[src/rtl/div_unit.sv]
// div_unit: multi-cycle restoring divider for the CPU `div` instruction.
// The divide runs on operand magnitudes, one quotient bit per cycle, and the
// signs are applied in a final fix-up cycle. The quotient truncates toward
// zero and the remainder takes the sign of the dividend.
// Optional feature macro DIV_UNSIGNED_EN adds the DivU port for `divu`.
module div_unit #(
    parameter int WIDTH = 32
) (
    input  logic             clk,
    input  logic             reset,
    input  logic             DivCtrl,
    input  logic [WIDTH-1:0] A,
    input  logic [WIDTH-1:0] B,
`ifdef DIV_UNSIGNED_EN
    input  logic             DivU,
`endif
    output logic [WIDTH-1:0] HI,
    output logic [WIDTH-1:0] LO,
    output logic             DivStop,
    output logic             DivZero,
    output logic             busy
);

    localparam int CNT_W = $clog2(WIDTH + 1);
    localparam logic [CNT_W-1:0] LAST_STEP = CNT_W'(WIDTH - 1);

    typedef enum logic [1:0] {
        S_IDLE,
        S_RUN,
        S_FIX
    } state_t;

    // Control state
    state_t           state_q, state_d;
    logic [CNT_W-1:0] cnt_q, cnt_d;
    logic             qsign_q, qsign_d;
    logic             rsign_q, rsign_d;
    logic [WIDTH-1:0] hi_q, hi_d;
    logic [WIDTH-1:0] lo_q, lo_d;
    logic             stop_q, stop_d;
    logic             zero_q, zero_d;

    // Datapath state: dividend shifts out as quotient bits shift in
    logic [WIDTH-1:0] dvd_q, dvd_d;
    logic [WIDTH-1:0] dsr_q, dsr_d;
    logic [WIDTH-1:0] rem_q, rem_d;

    logic signed [WIDTH-1:0] a_s, b_s;
    logic                    is_unsigned;
    logic        [WIDTH:0]   shifted;
    logic signed [WIDTH:0]   trial;

    assign a_s = A;
    assign b_s = B;

`ifdef DIV_UNSIGNED_EN
    assign is_unsigned = DivU;
`else
    assign is_unsigned = 1'b0;
`endif

    // Magnitude of a two's complement value; the most negative value maps to
    // its own bit pattern, which is correct when read as unsigned.
    function automatic logic [WIDTH-1:0] abs_val(input logic signed [WIDTH-1:0] x);
        return x[WIDTH-1] ? -x : x;
    endfunction

    // Two's complement negate when requested, truncated to WIDTH.
    function automatic logic [WIDTH-1:0] cond_neg(input logic [WIDTH-1:0] x,
                                                  input logic neg);
        return neg ? -x : x;
    endfunction

    // Next-state, datapath step and output computation
    always_comb begin
        state_d = state_q;
        cnt_d   = cnt_q;
        qsign_d = qsign_q;
        rsign_d = rsign_q;
        hi_d    = hi_q;
        lo_d    = lo_q;
        stop_d  = 1'b0;
        zero_d  = 1'b0;
        dvd_d   = dvd_q;
        dsr_d   = dsr_q;
        rem_d   = rem_q;

        // rem < divisor always holds, so the shifted value is below twice the
        // divisor and a WIDTH+1 bit signed trial cannot overflow.
        shifted = {rem_q, dvd_q[WIDTH-1]};
        trial   = shifted - {1'b0, dsr_q};

        case (state_q)
            S_IDLE: begin
                if (DivCtrl) begin
                    if (B == '0) begin
                        zero_d = 1'b1;
                    end else begin
                        dvd_d   = is_unsigned ? A : abs_val(a_s);
                        dsr_d   = is_unsigned ? B : abs_val(b_s);
                        qsign_d = ~is_unsigned & (A[WIDTH-1] ^ B[WIDTH-1]);
                        rsign_d = ~is_unsigned & A[WIDTH-1];
                        rem_d   = '0;
                        cnt_d   = '0;
                        state_d = S_RUN;
                    end
                end
            end
            S_RUN: begin
                if (!trial[WIDTH]) begin
                    rem_d = trial[WIDTH-1:0];
                    dvd_d = {dvd_q[WIDTH-2:0], 1'b1};
                end else begin
                    rem_d = shifted[WIDTH-1:0];
                    dvd_d = {dvd_q[WIDTH-2:0], 1'b0};
                end
                cnt_d = cnt_q + CNT_W'(1);
                if (cnt_q == LAST_STEP) begin
                    state_d = S_FIX;
                end
            end
            S_FIX: begin
                lo_d    = cond_neg(dvd_q, qsign_q);
                hi_d    = cond_neg(rem_q, rsign_q);
                stop_d  = 1'b1;
                state_d = S_IDLE;
            end
            default: begin
                state_d = S_IDLE;
            end
        endcase
    end

    // Control and result registers, cleared by the asynchronous reset
    always_ff @(posedge clk or negedge reset) begin
        if (!reset) begin
            state_q <= S_IDLE;
            cnt_q   <= '0;
            qsign_q <= 1'b0;
            rsign_q <= 1'b0;
            hi_q    <= '0;
            lo_q    <= '0;
            stop_q  <= 1'b0;
            zero_q  <= 1'b0;
        end else begin
            state_q <= state_d;
            cnt_q   <= cnt_d;
            qsign_q <= qsign_d;
            rsign_q <= rsign_d;
            hi_q    <= hi_d;
            lo_q    <= lo_d;
            stop_q  <= stop_d;
            zero_q  <= zero_d;
        end
    end

    // Working registers; always reloaded on start, so no reset is needed
    always_ff @(posedge clk) begin
        dvd_q <= dvd_d;
        dsr_q <= dsr_d;
        rem_q <= rem_d;
    end

    assign HI      = hi_q;
    assign LO      = lo_q;
    assign DivStop = stop_q;
    assign DivZero = zero_q;
    assign busy    = (state_q != S_IDLE);

endmodule
[config.mk]
export PLATFORM = sky130hd
export DESIGN_NAME = div_unit
export DESIGN_NICKNAME = d
export VERILOG_FILES = /design/src/rtl/div_unit.sv
export SDC_FILE = /design/constraint.sdc
export NUM_CORES = 1
export LEC_CHECK = 0
export ABC_CLOCK_PERIOD_IN_PS = 4400
export BUFFER_PORTS_ARGS = -buffer_cell sky130_fd_sc_hd__buf_2
export CAP_MARGIN = 20
export CELL_PAD_IN_SITES_DETAIL_PLACEMENT = 1
export CELL_PAD_IN_SITES_GLOBAL_PLACEMENT = 2
export CORE_UTILIZATION = 34
export CTS_BUF_LIST = sky130_fd_sc_hd__clkbuf_4 sky130_fd_sc_hd__clkbuf_8
export DETAILED_ROUTE_END_ITERATION = 8
export PLACE_DENSITY = 0.89
export SLEW_MARGIN = 20
export SYNTH_ARGS = -nofsm -noshare
export SYNTH_HDL_FRONTEND = slang
export SYNTH_SLANG_ARGS = --single-unit
[constraint.sdc]
create_clock -name clk -period 4.4 [get_ports clk]
set_clock_uncertainty 0.15 [all_clocks]
set_input_delay 1.1 -clock clk [delete_from_list [all_inputs] [get_ports clk]]
set_output_delay 1.1 -clock clk [all_outputs]
set_load 0.01 [all_outputs]
==> impl_metrics.tcl, run 1 <==
set metrics [dict create \
    vias 8875 \
    dp.final_hpwl_um 23300 \
    nNetsFinal 1367 \
    wl_met3_um 837 \
    crit_path_start_kind "register" \
    htree_levels 4 \
    clock_latency_ns 0.48 \
    top_layer_used "met4" \
    io_buffers 133 \
    p_comb_frac 0.474 \
    yosysTopAreaCell "edfxtp_1" \
    cap_violations 0 \
    finalWirelength_um 30500 \
    synthCells 1141 \
    die_width_um 180 \
    fillers 3589 \
    ys_types 66 \
    netlist_area_sq_um 10800 \
    intPower_w 0.00451 \
    dp_cells 1638 \
    pin_count 134 \
    p_clk_frac 0.154 \
    fmax_mhz 258 \
    drc 0 \
    ys_seq_area_frac 0.444 \
    cts_tree "built" \
    p_seq_frac 0.372 \
    synth_edf_count 96 \
    rsz0062_at_grt "no" \
    power.total_w 0.00800 \
    diodes 0 \
    wl_per_cell_um 18.3 \
    final_cells 1671 \
    yosysTopAreaCellShare 0.268 \
    cellPowerDensity_nw_per_um2 646 \
    clock_path_buffers 2 \
    setup_viol 0 \
    crit_path_max_fanout 22 \
    hold_violations 0 \
    postSynth.asyncResetShare 0.442 \
    cts_sinks 172 \
    fin_setup_tns_ns 0 \
    synth_most_common_cell "nand2_1" \
    critPathRequiredTime_ns 4.56 \
    yosys-top-cells-area "edfxtp_1 (27%), dfrtp_1 (18%), xor2_1 (7.7%)" \
    dieArea_sq_um 32400 \
    synth_top_cells_by_count "nand2_1 (151), o21ai_0 (147), edfxtp_1 (96)" \
    vias_per_cell 5.31 \
    max_slew.worst_pin.slew_ns 1.00 \
    worst_setup_path_end_kind "register" \
    grt_pass1_wl_um 49100 \
    drv_slew 0 \
    synth.net_count 1246 \
    yosys_warnings 0 \
    peakVddDrop_mv 0.297 \
    coreArea_sq_um 30900 \
    netSwitchingFraction 0.437 \
    drtAntennaViolNets 0 \
    crit_type "register to register" \
    min_period_ns 3.87 \
    synth_seq_cells 172 \
    overflow 0 \
    leakagePower_nw 5.36 \
    area_growth_pct 14.9 \
    drt_pass1_iterations 5 \
    m1WireLength_um 14300 \
    cts_setup_buffers 0 \
    postCtsHoldBufs 0 \
    hp-class "register to register" \
    die_h_um 180 \
    cts-root-buf "clkbuf_8" \
    grt_max_degree 79 \
    initialDrtViolationCount 502 \
    rows 64 \
    synth_flop_cell "edfxtp_1" \
    hold_ws_ns 0.332 \
    p_switching_w 0.00349 \
    critical_path_arrival_ns 4.04 \
    clk_pin_slew_ns 0.10 \
    grt_pass1_vias 9089 \
    gp_congestion 0.863 \
    met2_length_um 14900 \
    grtUsageTotal 0.192 \
    fin_crit_sh 0.880 \
    drive_gt1_frac 0.165 \
    utilization 0.400 \
    initial_core_util 0.349 \
    antenna_found_initial 0 \
    avgSynthCellArea_sq_um 9.44 \
    cts-resized-gates 0 \
    slew_headroom 0.332 \
    outcome "finished clean" \
    numCtsBuffers 17 \
]
metal layers:
metal | vias up | GRT usage
li1 | 4347 | -
met1 | 4351 | 0.249
met2 | 150 | 0.330
met3 | 27 | 0.0291
met4 | 0 | 0.0550
met5 | - | 0
flip-flops by register name, summed over array words and instances, names as in the netlist:
signal / count
HI: 32
LO: 32
dsr_q: 32
dvd_q: 32
rem_q: 32
cnt_q: 6
state_q: 2
DivStop: 1
DivZero: 1
qsign_q: 1
rsign_q: 1
stage by stage:
stage | instance area [sq um] | setup slack (ns)
6_report | 12400 | 0.526
5_1_grt | 12400 | 0.418
4_1_cts | 12400 | 0.583
3_5_place_dp | 11900 | 0.308
3_3_place_gp | 11900 | 0.453
2_1_floorplan | 10800 | 0.141
path summary, 6_finish.rpt:
check,from,end,slack (ns),cells past startpoint
worst max register to register,rem_q[12],rem_q[29],0.53,9
worst min-delay path,HI[12],HI[12],0.33,2
worst max-delay path,rem_q[12],rem_q[29],0.53,9
max in group asynchronous,reset,rsign_q,2.77,2
min in group asynchronous,reset,LO[18],0.54,1
worst min register to register,HI[12],HI[12],0.33,2
logic make-up after synthesis:
| family | share of synthesized area |
|---|---|
| simple gates | 0.157 |
| compound gates | 0.177 |
| flops | 0.444 |
| xor+xnor | 0.117 |
| buf+inv | 0.0366 |
| fa+ha+maj | 0.0448 |
| mux | 0.0233 |
layout make-up:
cell class | count | area, sq um | area share
Sequential cell | 172 | 4790 | 0.387
Clock inverter | 14 | 184 | 0.0149
Inverter | 50 | 188 | 0.0152
Tap cell | 396 | 495 | 0.0400
Multi-Input combinational cell | 870 | 5630 | 0.455
Clock buffer | 18 | 241 | 0.0195
Timing Repair Buffer | 151 | 853 | 0.0689
worst max-delay path: stages (launching register included):
cell and delay [ns]:
edfxtp_1 0.50, ha_1 0.42, a211oi_1 0.29, o21ai_0 0.22
a31o_2 0.29, and3_1 0.22, o211ai_1 0.21, and3_2 0.67
nand2_1 0.41, o21ai_0 0.30
power groups by stage:
stage	clock network [W]	logic [W]	registers (W)
6_report	0.00123	0.00379	0.00297
5_1_grt	0.00132	0.00424	0.00305
4_1_cts	0.00127	0.00380	0.00297
3_5_place_dp	0	0.00376	0.00301
3_3_place_gp	0	0.00365	0.00297
2_1_floorplan	0	0.00283	0.00275
cells in the final DEF, fill, tap and decap left out, drive strengths merged, types with 18 or more instances in the layout:
cell | Yosys | routed
nand3 | 20 | 20
nand2 | 152 | 152
mux2i | 24 | 24
nor3 | 18 | 18
xnor2 | 49 | 49
buf | 7 | 151
nor2 | 61 | 61
a21oi | 44 | 44
dfrtp | 76 | 76
ha | 37 | 37
xor2 | 95 | 95
clkbuf | 41 | 18
o31ai | 41 | 41
inv | 50 | 56
or4 | 25 | 25
o21ai | 154 | 154
edfxtp | 96 | 96
Power figures use the tool's default switching activity.
==> inputs of run 2 (changes only) <==
REMOVE_ABC_BUFFERS = 1   (was default)
==> run 2 against run 1 <==
Worst hold slack worse by 0.0014 ns. Largest cell class unchanged. Largest power group unchanged. Sequential power is 2% lower. Combinational power is 1% higher. Critical path depth is 1 higher.
==> impl_metrics.tcl, run 2 (synthesized netlist as in run 1, its figures left out) <==
set metrics [dict create \
    outcome "finished clean" \
    rows 64 \
    peakVddDrop_mv 0.287 \
    fin_crit_sh 0.849 \
    use_met1 0.241 \
    hold_violations 0 \
    die_width_um 180 \
    drt_pass1_iterations 5 \
    initialDrtViolationCount 411 \
    cap_violations 0 \
    min_period_ns 3.74 \
    htree_levels 4 \
    busiest_layer "met2" \
    finalWirelength_um 29900 \
    critical_path_arrival_ns 3.82 \
    final_common_cell "nand2_1" \
    placed_cell_area_sq_um 11900 \
    drive_gt1_frac 0.162 \
    initial_core_util 0.349 \
    cts-root-buf "clkbuf_8" \
    area_growth_pct 14.8 \
    dp.final_hpwl_um 22400 \
    drv_slew 0 \
    grtUsageTotal 0.189 \
    cts_setup_buffers 0 \
    dp_cells 1638 \
    grt_pass1_wl_um 48900 \
    leakagePower_nw 5.35 \
    io_buffers 133 \
    die_h_um 180 \
    holdPathStages 2 \
    grt_pass1_vias 9206 \
    hp-class "register to register" \
    drtAntennaViolNets 0 \
    antenna_found_initial 0 \
    power.total_w 0.00801 \
    gp_congestion 0.913 \
    cts-resized-gates 0 \
    fin_setup_tns_ns 0 \
    worst_setup_path_end_kind "register" \
    final_cell_mix "nand2_1 (151), o21ai_0 (147), buf_2 (132)" \
    postCtsHoldBufs 0 \
    worstRegToRegCells 10 \
    slew_headroom 0.248 \
    dieArea_sq_um 32400 \
    fmax_mhz 268 \
    clock_path_buffers 2 \
    coreArea_sq_um 30900 \
    crit_path_start_kind "register" \
    diodes 0 \
    max_slew.worst_pin.slew_ns 1.13 \
    setup_viol 0 \
    fillers 3616 \
    cts_sinks 172 \
    clock_latency_ns 0.48 \
    stdcell_area_sq_um 12400 \
    numCtsBuffers 17 \
    cts_tree "built" \
    crit_type "register to register" \
    nNetsFinal 1366 \
    grt_max_degree 77 \
    rsz0062_at_grt "no" \
    vias 8802 \
    crit_path_max_fanout 16 \
    use_met2 0.332 \
    cellPowerDensity_nw_per_um2 648 \
    vias_per_cell 5.27 \
    drc 0 \
    wl_per_cell_um 17.9 \
    overflow 0 \
    critPathRequiredTime_ns 4.48 \
    final_cells 1670 \
    use_met3 0.0285 \
    pin_count 134 \
    clk_pin_slew_ns 0.10 \
]
-- run 2: cell type report --
type | instances | area (sq um) | area share
Clock inverter | 14 | 191 | 0.0155
Clock buffer | 18 | 241 | 0.0195
Tap cell | 396 | 495 | 0.0401
Sequential cell | 172 | 4780 | 0.387
Inverter | 50 | 188 | 0.0152
Timing Repair Buffer | 150 | 837 | 0.0677
Multi-Input combinational cell | 870 | 5630 | 0.455
-- run 2: worst paths after layout --
path,from,end,slack (ns)
hold / removal,LO[20],LO[20],0.33
setup reg to reg,rem_q[12],rem_q[31],0.66
max in group asynchronous,reset,LO[9],3.05
setup / recovery,rem_q[12],rem_q[31],0.66
min in group asynchronous,reset,qsign_q,0.52
hold reg to reg,LO[20],LO[20],0.33
-- run 2: power breakdown --
group          total, W  switching [W]  internal, W
clock network   0.00127       0.000640     0.000627
logic           0.00383        0.00221      0.00162
registers       0.00291       0.000564      0.00235
-- run 2: worst max-delay path, cell delays in order (launching register included) --
cell and delay (ns):
edfxtp_1 0.51, ha_1 0.42, a211oi_1 0.23, o21ai_0 0.19, a31o_2 0.28, and3_1 0.21
or3_1 0.37, and3_1 0.35, buf_12 0.26, and4_1 0.19, a311o_1 0.31
-- run 2: per-stage QoR --
stage	hold slack (ns)	utilization	worst slack [ns]
final	0.330	0.400	0.663
after CTS	0.338	0.400	0.650
after global placement	0.307	0.386	0.384
after detailed placement	0.316	0.386	0.330
after global routing	0.355	0.400	0.393
after floorplan	0.310	-	-1.79
-- run 2: per-layer routing --
layer / wire (um) / part of all wire
met3: 775 / 0.026
met2: 14900 / 0.50
met1: 13800 / 0.46
met5: 0 / 0
met4: 406 / 0.014
